===== src/rtl/ram_port_arbiter_if.sv =====
// Bus bundle between the two RAM requesters, the arbiter and the
// physical RAM port.
interface ram_port_arbiter_if #(
   parameter int ADDR_W = 16,
   parameter int DATA_W = 16
);
   logic              a_req;
   logic              a_we;
   logic              a_lock;
   logic [ADDR_W-1:0] a_addr;
   logic [DATA_W-1:0] a_wdata;
   logic              a_gnt;
   logic              a_rvalid;
   logic [DATA_W-1:0] a_rdata;

   logic              b_req;
   logic              b_we;
   logic              b_lock;
   logic [ADDR_W-1:0] b_addr;
   logic [DATA_W-1:0] b_wdata;
   logic              b_gnt;
   logic              b_rvalid;
   logic [DATA_W-1:0] b_rdata;

   logic [ADDR_W-1:0] phy_ram_addr;
   logic [DATA_W-1:0] phy_ram_write;
   logic              phy_ram_op;
   logic [DATA_W-1:0] phy_ram_read;

   modport master (
      output a_req, a_we, a_lock, a_addr, a_wdata,
      output b_req, b_we, b_lock, b_addr, b_wdata,
      output phy_ram_read,
      input  a_gnt, a_rvalid, a_rdata,
      input  b_gnt, b_rvalid, b_rdata,
      input  phy_ram_addr, phy_ram_write, phy_ram_op
   );

   modport slave (
      input  a_req, a_we, a_lock, a_addr, a_wdata,
      input  b_req, b_we, b_lock, b_addr, b_wdata,
      input  phy_ram_read,
      output a_gnt, a_rvalid, a_rdata,
      output b_gnt, b_rvalid, b_rdata,
      output phy_ram_addr, phy_ram_write, phy_ram_op
   );
endinterface


===== src/rtl/ram_port_arbiter.sv =====
// Two-port round-robin RAM arbiter with bus lock, starvation guard
// and fixed-latency read return.
module ram_port_arbiter #(
   parameter int ADDR_W       = 16,
   parameter int DATA_W       = 16,
   parameter int READ_LATENCY = 1,
   parameter int MAX_WAIT     = 4
) (
   input logic               clk,
   input logic               rst,
   ram_port_arbiter_if.slave bus
);

   typedef enum logic [1:0] {
      OWN_NONE = 2'd0,
      OWN_A    = 2'd1,
      OWN_B    = 2'd2
   } owner_e;

   localparam logic [3:0] WAIT_MAX = 4'(MAX_WAIT);

   owner_e owner_q;
   owner_e owner_d;
   logic   last_b;
   logic   last_b_d;

   logic [3:0] wait_a;
   logic [3:0] wait_b;
   logic       force_a;
   logic       force_b;
   logic       gnt_a;
   logic       gnt_b;
   logic       rd_push;

   logic [READ_LATENCY-1:0] tag_v;
   logic [READ_LATENCY-1:0] tag_b;
   logic                    ret_a;
   logic                    ret_b;

   logic [DATA_W-1:0] rdata_a_q;
   logic [DATA_W-1:0] rdata_b_q;

   logic [ADDR_W-1:0] phy_addr;
   logic [DATA_W-1:0] phy_wdata;
   logic              phy_op;

   function automatic logic [3:0] wait_next(
      input logic       req,
      input logic       gnt,
      input logic [3:0] cnt
   );
      if (!req || gnt) return 4'd0;
      if (cnt == WAIT_MAX) return cnt;
      return cnt + 4'd1;
   endfunction

   assign force_a = bus.a_req && (wait_a == WAIT_MAX);
   assign force_b = bus.b_req && (wait_b == WAIT_MAX);

   always_comb begin
      gnt_a    = 1'b0;
      gnt_b    = 1'b0;
      owner_d  = OWN_NONE;
      last_b_d = last_b;
      if (rst) begin
         gnt_a = 1'b0;
         gnt_b = 1'b0;
      end else if (force_a && force_b) begin
         gnt_a = last_b;
         gnt_b = !last_b;
      end else if (force_a) begin
         gnt_a = 1'b1;
      end else if (force_b) begin
         gnt_b = 1'b1;
      end else if (owner_q == OWN_A && bus.a_req) begin
         gnt_a = 1'b1;
      end else if (owner_q == OWN_B && bus.b_req) begin
         gnt_b = 1'b1;
      end else if (bus.a_req && bus.b_req) begin
         gnt_a = last_b;
         gnt_b = !last_b;
      end else begin
         gnt_a = bus.a_req;
         gnt_b = bus.b_req;
      end

      // Without a grant the owner cannot be requesting, so the lock drops.
      if (gnt_a) begin
         owner_d  = bus.a_lock ? OWN_A : OWN_NONE;
         last_b_d = 1'b0;
      end else if (gnt_b) begin
         owner_d  = bus.b_lock ? OWN_B : OWN_NONE;
         last_b_d = 1'b1;
      end
   end

   always_ff @(posedge clk) begin
      if (rst) begin
         owner_q <= OWN_NONE;
         last_b  <= 1'b1;
         wait_a  <= 4'd0;
         wait_b  <= 4'd0;
      end else begin
         owner_q <= owner_d;
         last_b  <= last_b_d;
         wait_a  <= wait_next(bus.a_req, gnt_a, wait_a);
         wait_b  <= wait_next(bus.b_req, gnt_b, wait_b);
      end
   end

   always_comb begin
      phy_addr  = '0;
      phy_wdata = '0;
      phy_op    = 1'b0;
      unique case (1'b1)
         gnt_a: begin
            phy_addr  = bus.a_addr;
            phy_wdata = bus.a_we ? bus.a_wdata : '0;
            phy_op    = bus.a_we;
         end
         gnt_b: begin
            phy_addr  = bus.b_addr;
            phy_wdata = bus.b_we ? bus.b_wdata : '0;
            phy_op    = bus.b_we;
         end
         default: begin
            phy_addr  = '0;
            phy_wdata = '0;
            phy_op    = 1'b0;
         end
      endcase
   end

   assign rd_push = (gnt_a && !bus.a_we) || (gnt_b && !bus.b_we);

   always_ff @(posedge clk) begin
      if (rst) begin
         tag_v <= '0;
         tag_b <= '0;
      end else begin
         for (int i = READ_LATENCY - 1; i > 0; i--) begin
            tag_v[i] <= tag_v[i-1];
            tag_b[i] <= tag_b[i-1];
         end
         tag_v[0] <= rd_push;
         tag_b[0] <= gnt_b;
      end
   end

   assign ret_a = !rst && tag_v[READ_LATENCY-1] && !tag_b[READ_LATENCY-1];
   assign ret_b = !rst && tag_v[READ_LATENCY-1] && tag_b[READ_LATENCY-1];

   always_ff @(posedge clk) begin
      if (rst) begin
         rdata_a_q <= '0;
         rdata_b_q <= '0;
      end else begin
         if (ret_a) rdata_a_q <= bus.phy_ram_read;
         if (ret_b) rdata_b_q <= bus.phy_ram_read;
      end
   end

   // Returning data bypasses the hold register so rvalid and rdata align.
   assign bus.a_rdata  = rst ? '0 : (ret_a ? bus.phy_ram_read : rdata_a_q);
   assign bus.b_rdata  = rst ? '0 : (ret_b ? bus.phy_ram_read : rdata_b_q);
   assign bus.a_rvalid = ret_a;
   assign bus.b_rvalid = ret_b;
   assign bus.a_gnt    = gnt_a;
   assign bus.b_gnt    = gnt_b;

   assign bus.phy_ram_addr  = phy_addr;
   assign bus.phy_ram_write = phy_wdata;
   assign bus.phy_ram_op    = phy_op;

endmodule


===== src/flat_wrapper.sv =====
// flat-port wrapper written by rule: the top's interface ports become plain ports
module ram_port_arbiter_flat 
#(
   parameter int ADDR_W       = 16,
   parameter int DATA_W       = 16,
   parameter int READ_LATENCY = 1,
   parameter int MAX_WAIT     = 4
)
  (clk, rst, bus_a_req, bus_a_we, bus_a_lock, bus_a_addr, bus_a_wdata, bus_b_req, bus_b_we, bus_b_lock, bus_b_addr, bus_b_wdata, bus_phy_ram_read, bus_a_gnt, bus_a_rvalid, bus_a_rdata, bus_b_gnt, bus_b_rvalid, bus_b_rdata, bus_phy_ram_addr, bus_phy_ram_write, bus_phy_ram_op);
  ram_port_arbiter_if #(.ADDR_W(ADDR_W), .DATA_W(DATA_W)) bus_i ();
  input logic clk;
  input logic rst;
  input wire logic [$bits(bus_i.a_req)-1:0] bus_a_req;
  input wire logic [$bits(bus_i.a_we)-1:0] bus_a_we;
  input wire logic [$bits(bus_i.a_lock)-1:0] bus_a_lock;
  input wire logic [$bits(bus_i.a_addr)-1:0] bus_a_addr;
  input wire logic [$bits(bus_i.a_wdata)-1:0] bus_a_wdata;
  input wire logic [$bits(bus_i.b_req)-1:0] bus_b_req;
  input wire logic [$bits(bus_i.b_we)-1:0] bus_b_we;
  input wire logic [$bits(bus_i.b_lock)-1:0] bus_b_lock;
  input wire logic [$bits(bus_i.b_addr)-1:0] bus_b_addr;
  input wire logic [$bits(bus_i.b_wdata)-1:0] bus_b_wdata;
  input wire logic [$bits(bus_i.phy_ram_read)-1:0] bus_phy_ram_read;
  output wire logic [$bits(bus_i.a_gnt)-1:0] bus_a_gnt;
  output wire logic [$bits(bus_i.a_rvalid)-1:0] bus_a_rvalid;
  output wire logic [$bits(bus_i.a_rdata)-1:0] bus_a_rdata;
  output wire logic [$bits(bus_i.b_gnt)-1:0] bus_b_gnt;
  output wire logic [$bits(bus_i.b_rvalid)-1:0] bus_b_rvalid;
  output wire logic [$bits(bus_i.b_rdata)-1:0] bus_b_rdata;
  output wire logic [$bits(bus_i.phy_ram_addr)-1:0] bus_phy_ram_addr;
  output wire logic [$bits(bus_i.phy_ram_write)-1:0] bus_phy_ram_write;
  output wire logic [$bits(bus_i.phy_ram_op)-1:0] bus_phy_ram_op;
  assign bus_i.a_req = bus_a_req;
  assign bus_i.a_we = bus_a_we;
  assign bus_i.a_lock = bus_a_lock;
  assign bus_i.a_addr = bus_a_addr;
  assign bus_i.a_wdata = bus_a_wdata;
  assign bus_i.b_req = bus_b_req;
  assign bus_i.b_we = bus_b_we;
  assign bus_i.b_lock = bus_b_lock;
  assign bus_i.b_addr = bus_b_addr;
  assign bus_i.b_wdata = bus_b_wdata;
  assign bus_i.phy_ram_read = bus_phy_ram_read;
  assign bus_a_gnt = bus_i.a_gnt;
  assign bus_a_rvalid = bus_i.a_rvalid;
  assign bus_a_rdata = bus_i.a_rdata;
  assign bus_b_gnt = bus_i.b_gnt;
  assign bus_b_rvalid = bus_i.b_rvalid;
  assign bus_b_rdata = bus_i.b_rdata;
  assign bus_phy_ram_addr = bus_i.phy_ram_addr;
  assign bus_phy_ram_write = bus_i.phy_ram_write;
  assign bus_phy_ram_op = bus_i.phy_ram_op;
  ram_port_arbiter #(.ADDR_W(ADDR_W), .DATA_W(DATA_W), .READ_LATENCY(READ_LATENCY), .MAX_WAIT(MAX_WAIT)) u_core (.clk(clk), .rst(rst), .bus(bus_i));
endmodule

===== config.mk =====
export PLATFORM = sky130hd
export DESIGN_NAME = ram_port_arbiter_flat
export DESIGN_NICKNAME = d
export VERILOG_FILES = /design/src/rtl/ram_port_arbiter_if.sv /design/src/rtl/ram_port_arbiter.sv /design/src/flat_wrapper.sv
export SDC_FILE = /design/constraint.sdc
export NUM_CORES = 1
export LEC_CHECK = 0
export ABC_AREA = 1
export CAP_MARGIN = 15
export CORE_UTILIZATION = 35
export DETAILED_ROUTE_END_ITERATION = 8
export PLACE_DENSITY_LB_ADDON = 0.2
export REMOVE_ABC_BUFFERS = 1
export SETUP_SLACK_MARGIN = 0.02
export SLEW_MARGIN = 20
export SYNTH_ARGS = -nofsm -noshare
export SYNTH_HDL_FRONTEND = slang
export SYNTH_SLANG_ARGS = --single-unit

===== constraint.sdc =====
create_clock -name clk -period 2.71 [get_ports clk]
set_clock_uncertainty 0.1 [all_clocks]
set_input_delay 0.813 -clock clk [delete_from_list [all_inputs] [get_ports clk]]
set_output_delay 0.813 -clock clk [all_outputs]
set_load 0.02 [all_outputs]

Yosys cells after proc, flatten, opt, wreduce, memory -nomap -nowiden
Cells that the tools add are included.
{ "totals": {"reg_bits": 45, "in_bits": 88, "output_inout_bits": 69} }
{ "op_classes": {"n_addsub": 2, "n_eq_ne": 6, "muxes": 47, "reduce_logical": 22} }
{ "ops": {"columns": ["cell", "n"], "rows": [
  ["2-to-1 mux 16 bit", 6],
  ["one-hot mux 16 bit (2 select lines)", 2],
  ["2-to-1 mux 4 bit", 8],
  ["2-to-1 mux 1 bit", 27],
  ["logical AND 1 bit", 11],
  ["adder 4 x 1 -> 4 bit (second input constant)", 2],
  ["== test 4 x 3 -> 1 bit (second input constant)", 2],
  ["logical NOT 1 bit", 7],
  ["2-to-1 mux 2 bit", 3],
  ["inequality test 3 bit (second input constant)", 2],
  ["logical OR 1 bit", 3],
  ["== test 2 x 1 -> 1 bit (second input constant)", 1],
  ["== test 2 bit (second input constant)", 1],
  ["one-hot mux 1 bit (2 select lines)", 1],
  ["nonzero test 2 bit", 1]
]} }

Depth between registers and ports, before layout
{ "logic_depth": {"ltp_word": 15, "ltp_mapped": 12} }

Worst setup path after synthesis
Ideal clock, no wire load.
{ "synth_timing": {"path_type": "input to output", "start": "input rst", "end": "output bus_a_rdata[0]", "arrival_time_ns": 1.924, "path_slack_ns": -0.127, "stages": 5, "path_buffers": 2, "cell_sequence": "inv_2 > buf_2 > clkbuf_1 > nand2_1 > o21ai_0"} }
{ "synth_via": {"elab_chain_len": 5} }
{ "synth_rtl": {"columns": ["item", "line", "text"], "rows": [
  ["start: declaration", "flat_wrapper.sv:12", "input logic rst;"],
  ["logical NOT 1 bit", "ram_port_arbiter.sv:150", "assign ret_a = !rst && tag_v[READ_LATENCY-1] && !tag_b[READ_LATENCY-1];"],
  ["logical AND 1 bit (2 in a row)", "ram_port_arbiter.sv:150", null],
  ["2-to-1 mux 16 bit", "ram_port_arbiter.sv:164", "assign bus.a_rdata = rst ? '0 : (ret_a ? bus.phy_ram_read : rdata_a_q);"],
  ["2-to-1 mux 16 bit *", "ram_port_arbiter.sv:164", null],
  ["end: declaration", "flat_wrapper.sv:26", "output wire logic [$bits(bus_i.a_rdata)-1:0] bus_a_rdata;"]
]} }
Mark *: on every way between the ends. The rest lies on a longest branch, timed or not.

Worst setup path after layout
{ "layout_timing": {"start": "input bus_b_req", "end": "output bus_phy_ram_write[7]"} }
{ "layout_via": {"elab_chain_len": 9, "word_cells_on_any_way": 19, "cone_classes": "mux (15); reduce/logical (4)"} }
{ "layout_rtl": {"columns": ["item", "line", "text"], "rows": [
  ["start: declaration", "flat_wrapper.sv:18", "input wire logic [$bits(bus_i.b_req)-1:0] bus_b_req;"],
  ["logical AND 1 bit", "ram_port_arbiter.sv:79", "end else if (bus.a_req && bus.b_req) begin"],
  ["2-to-1 mux 1 bit", "ram_port_arbiter.sv:79", null],
  ["2-to-1 mux 1 bit", "ram_port_arbiter.sv:77", "end else if (owner_q == OWN_B && bus.b_req) begin"],
  ["2-to-1 mux 1 bit", "ram_port_arbiter.sv:75", "end else if (owner_q == OWN_A && bus.a_req) begin"],
  ["2-to-1 mux 1 bit", "ram_port_arbiter.sv:73", "end else if (force_b) begin"],
  ["2-to-1 mux 1 bit", "ram_port_arbiter.sv:71", "end else if (force_a) begin"],
  ["2-to-1 mux 1 bit", "ram_port_arbiter.sv:68", "end else if (force_a && force_b) begin"],
  ["2-to-1 mux 1 bit", "ram_port_arbiter.sv:65", "if (rst) begin"],
  ["one-hot mux 16 bit (2 select lines) *", "ram_port_arbiter.sv:115", "unique case (1'b1)"],
  ["end: declaration", "flat_wrapper.sv:31", "output wire logic [$bits(bus_i.phy_ram_write)-1:0] bus_phy_ram_write;"]
]} }
Marks and branches as above.

==> impl_metrics.toml <==
[die]
num_rows = 28
num_io_pins = 157
die_h_um = 82.24
initial_utilization_pct = 37.18
dieArea_mm2 = 0.006763
core_mm2 = 0.006061
die_w_um = 82.24

[route]
drt_iter0_markers = 100
vias = 3216
vias_per_cell = 5.049
first_pass_iters = 4
drc = 0
routed_wirelength_um = 10190
drt.antenna.violating_nets = 0
wl_per_cell_um = 16.00

[clock_tree]
clockRootBuffer = "clkbuf_8"
cts_num_sinks = 45
clock_path_buffers = 2
h-tree-depth = 2
cts_tree = "built"
clk-insertion-delay-late_ps = 300
ctsHoldBuffers = 0
clkTransAtPathRegs_ps = 90
cts_buffers = 5

[worst_setup_path]
critPathKind = "primary input to primary output"
r2r_slack_ps = 960
cp.arrival_ps = 2000
cp-end-kind = "primary output"
worstPathMaxFanout = 8
critPathRequiredTime_ps = 1800
ff2ff_path_depth = 10
rr_startpoint = "u_core.wait_a[0]$_SDFFE_PP0P_"
cp-start-kind = "primary input"
timing.rr.end = "u_core.wait_a[2]$_SDFFE_PP0P_"

[yosys]
netlist_instances = 343
synthesis.area_mm2 = 0.002253
yosys-top-cells-area = "dfxtp_1 40%, nand2_1 27%, o21ai_0 8.4%, nand3_1 5.6%, inv_1 2.5%"
synth_top_area_share_pct = 39.98
ys_seq_area_share_pct = 39.98
avgSynthCellArea_um2 = 6.570
ys_seq_elements = 45
yosysTopAreaCell = "dfxtp_1"
yosys_warnings = 0
ys_types = 27

[finish]
final.fill_count = 335
drive_above_1_share_pct = 47.51
num_antenna_cells = 0
fin_util_pct = 84.85
layout.nets = 653
area_growth_pct = 128.2
seq_area_um2 = 904.6
multi_input_area_mm2 = 0.001639

[sta]
rsz0062_at_grt = "yes"
fmax_ghz = 0.3435
hold_viol = 0
drv_slew = 0
tns_ps = -3641
tightest_slew_ps = 240.0
relSlewSlack_pct = 83.96
fin_crit_ps = 2911
fin_hold_ws_ps = 380.7
setup_ws_ps = -200.9
setup_viol = 33
period_share_pct = 107.4

[grt]
grtUsageTotal_pct = 24.85
grt_pass1_vias = 2931
grt_max_degree = 20
grt_overflow_total = 0
antenna_found_initial = 0
grt_pass1_wl_um = 12790

[worst_hold_path]
whs_endpoint = "u_core.rdata_a_q[12]$_DFF_P_"
hold_path_class = "register to register"
hold_depth = 2
hold_start = "u_core.rdata_a_q[12]$_DFF_P_"

[status]
violations = "negative setup slack"
status = "finished, violations left"

[place]
portBuffers = 156
gp_congestion = 0.8582
hpwlAfterDp_um = 5965

[power]
ir_drop_v = 0.0003351
finalPower_mw = 1.880
power_leakage_nw = 2.379
p_per_area_mw_per_mm2 = 365.5

[job]
drv_cap = 0
[state kept, by name, summed over array words and instances, names as in the netlist]
name,flops
u_core.rdata_a_q,16
u_core.rdata_b_q,16
u_core.wait_a,4
u_core.wait_b,4
u_core.owner_q,2
u_core.last_b,1
u_core.tag_b,1
u_core.tag_v,1
[logic make-up (layout without fill, tap and decap cells)]
family / after synthesis / count (layout) / synth area share, %
AO/OA/AOI/OAI: 46 / 46 / 10.66
XOR/XNOR: 2 / 2 / 0.7775
adder cells (fa/ha/maj): 4 / 4 / 2.221
buffers and inverters: 37 / 255 / 7.662
flip-flops: 45 / 45 / 39.98
AND/OR/NAND/NOR: 209 / 210 / 38.70
[power by group]
part | switching [mW] | internal (mW) | leakage (nW)
Clock | 0.237 | 0.277 | 0.0554
Combinational | 0.317 | 0.346 | 1.96
Sequential | 0.0137 | 0.689 | 0.367
[per-layer routing]
layer  GRT usage (%)  wire (µm)  vias up
met5               0          0        -
met4           7.895        274        0
met3           6.593        666       21
met2           49.34       5725      132
met1           24.60       3524     1538
li1                -          -     1525
[through the flow]
stage          area [µm²]  std cells  setup slack [ps]
6_report             5142        637            -200.9
5_1_grt              5142        637            -261.4
4_1_cts              4443        620            -108.6
3_5_place_dp         4197        602             -1067
3_3_place_gp         4197        602             -1055
2_1_floorplan        2161        326             -1137
[synthesized netlist by cell type]
master and instances:
a21oi_1 4, a21oi_2 1, buf_1 2, buf_2 2, buf_4 3, buf_6 2, clkbuf_1 8, dfxtp_1 45
ha_1 4, inv_1 15, inv_2 3, inv_4 2, nand2_1 163, nand2_2 1, nand2_4 1, nand3_1 25
nand3_2 1, nand3_4 1, nand4_2 1, nor2_1 14, nor2_8 1, nor3_1 1, o211ai_1 2, o21ai_0 38
o22ai_1 1, xnor2_1 1, xor2_1 1
[timing repair]
action | in CTS | in global routing
hold endpoints to repair | 0 | 0
buffers inserted | 4 | 11
pin swaps | 22 | 34
setup endpoints to repair | 69 | 66
cloned | 6 | 6
gates resized for setup | 449 | 171
[worst max-delay path by stage]
stage / slack (ps) / cells after the start / start / to
final: -200 / 11 / bus_b_req / bus_phy_ram_write[7]
after global routing: -260 / 12 / bus_a_req / bus_phy_ram_write[12]
after CTS: -110 / 11 / bus_b_req / bus_phy_ram_write[10]
after detailed placement: -1070 / 9 / bus_a_req / bus_phy_ram_write[10]
after global placement: -1060 / 9 / bus_a_req / bus_phy_ram_write[0]
after floorplan: -1140 / 4 / rst / bus_b_rdata[0]
[cell type report]
cell class	instances	area share, %
clock buffers	6	1.411
clock inverters	2	0.7543
inverters	20	2.165
multi-input cells	262	31.87
flip-flops and latches	45	17.59
well taps	75	1.825
repair buffers	223	43.50
repair inverters	4	0.8759
[placed cells by master, fill, tap and decap left out, drive strengths merged]
master,instances
bufinv,1
xor2,1
o22ai,1
nor2,16
buf,134
bufbuf,1
dlygate4sd2,3
nor3,1
ha,4
inv,21
o211ai,2
nand4,1
o21ai,38
clkdlybuf4s50,82
a21oi,5
nand2,165
clkbuf,9
nand3,27
dfxtp,45
clkinv,4
xnor2,1
[worst max-delay path, cell delays in order]
cell and delay [ps]:
buf_12 110, nand3_4 80, nand3_2 70, nand2_2 70, nand2_2 60, nand2_4 90, nand2_8 90, nor2_4 240
nand2_1 120, nand2_2 110, buf_6 120
Note: power is estimated with default switching activity, not from simulation.
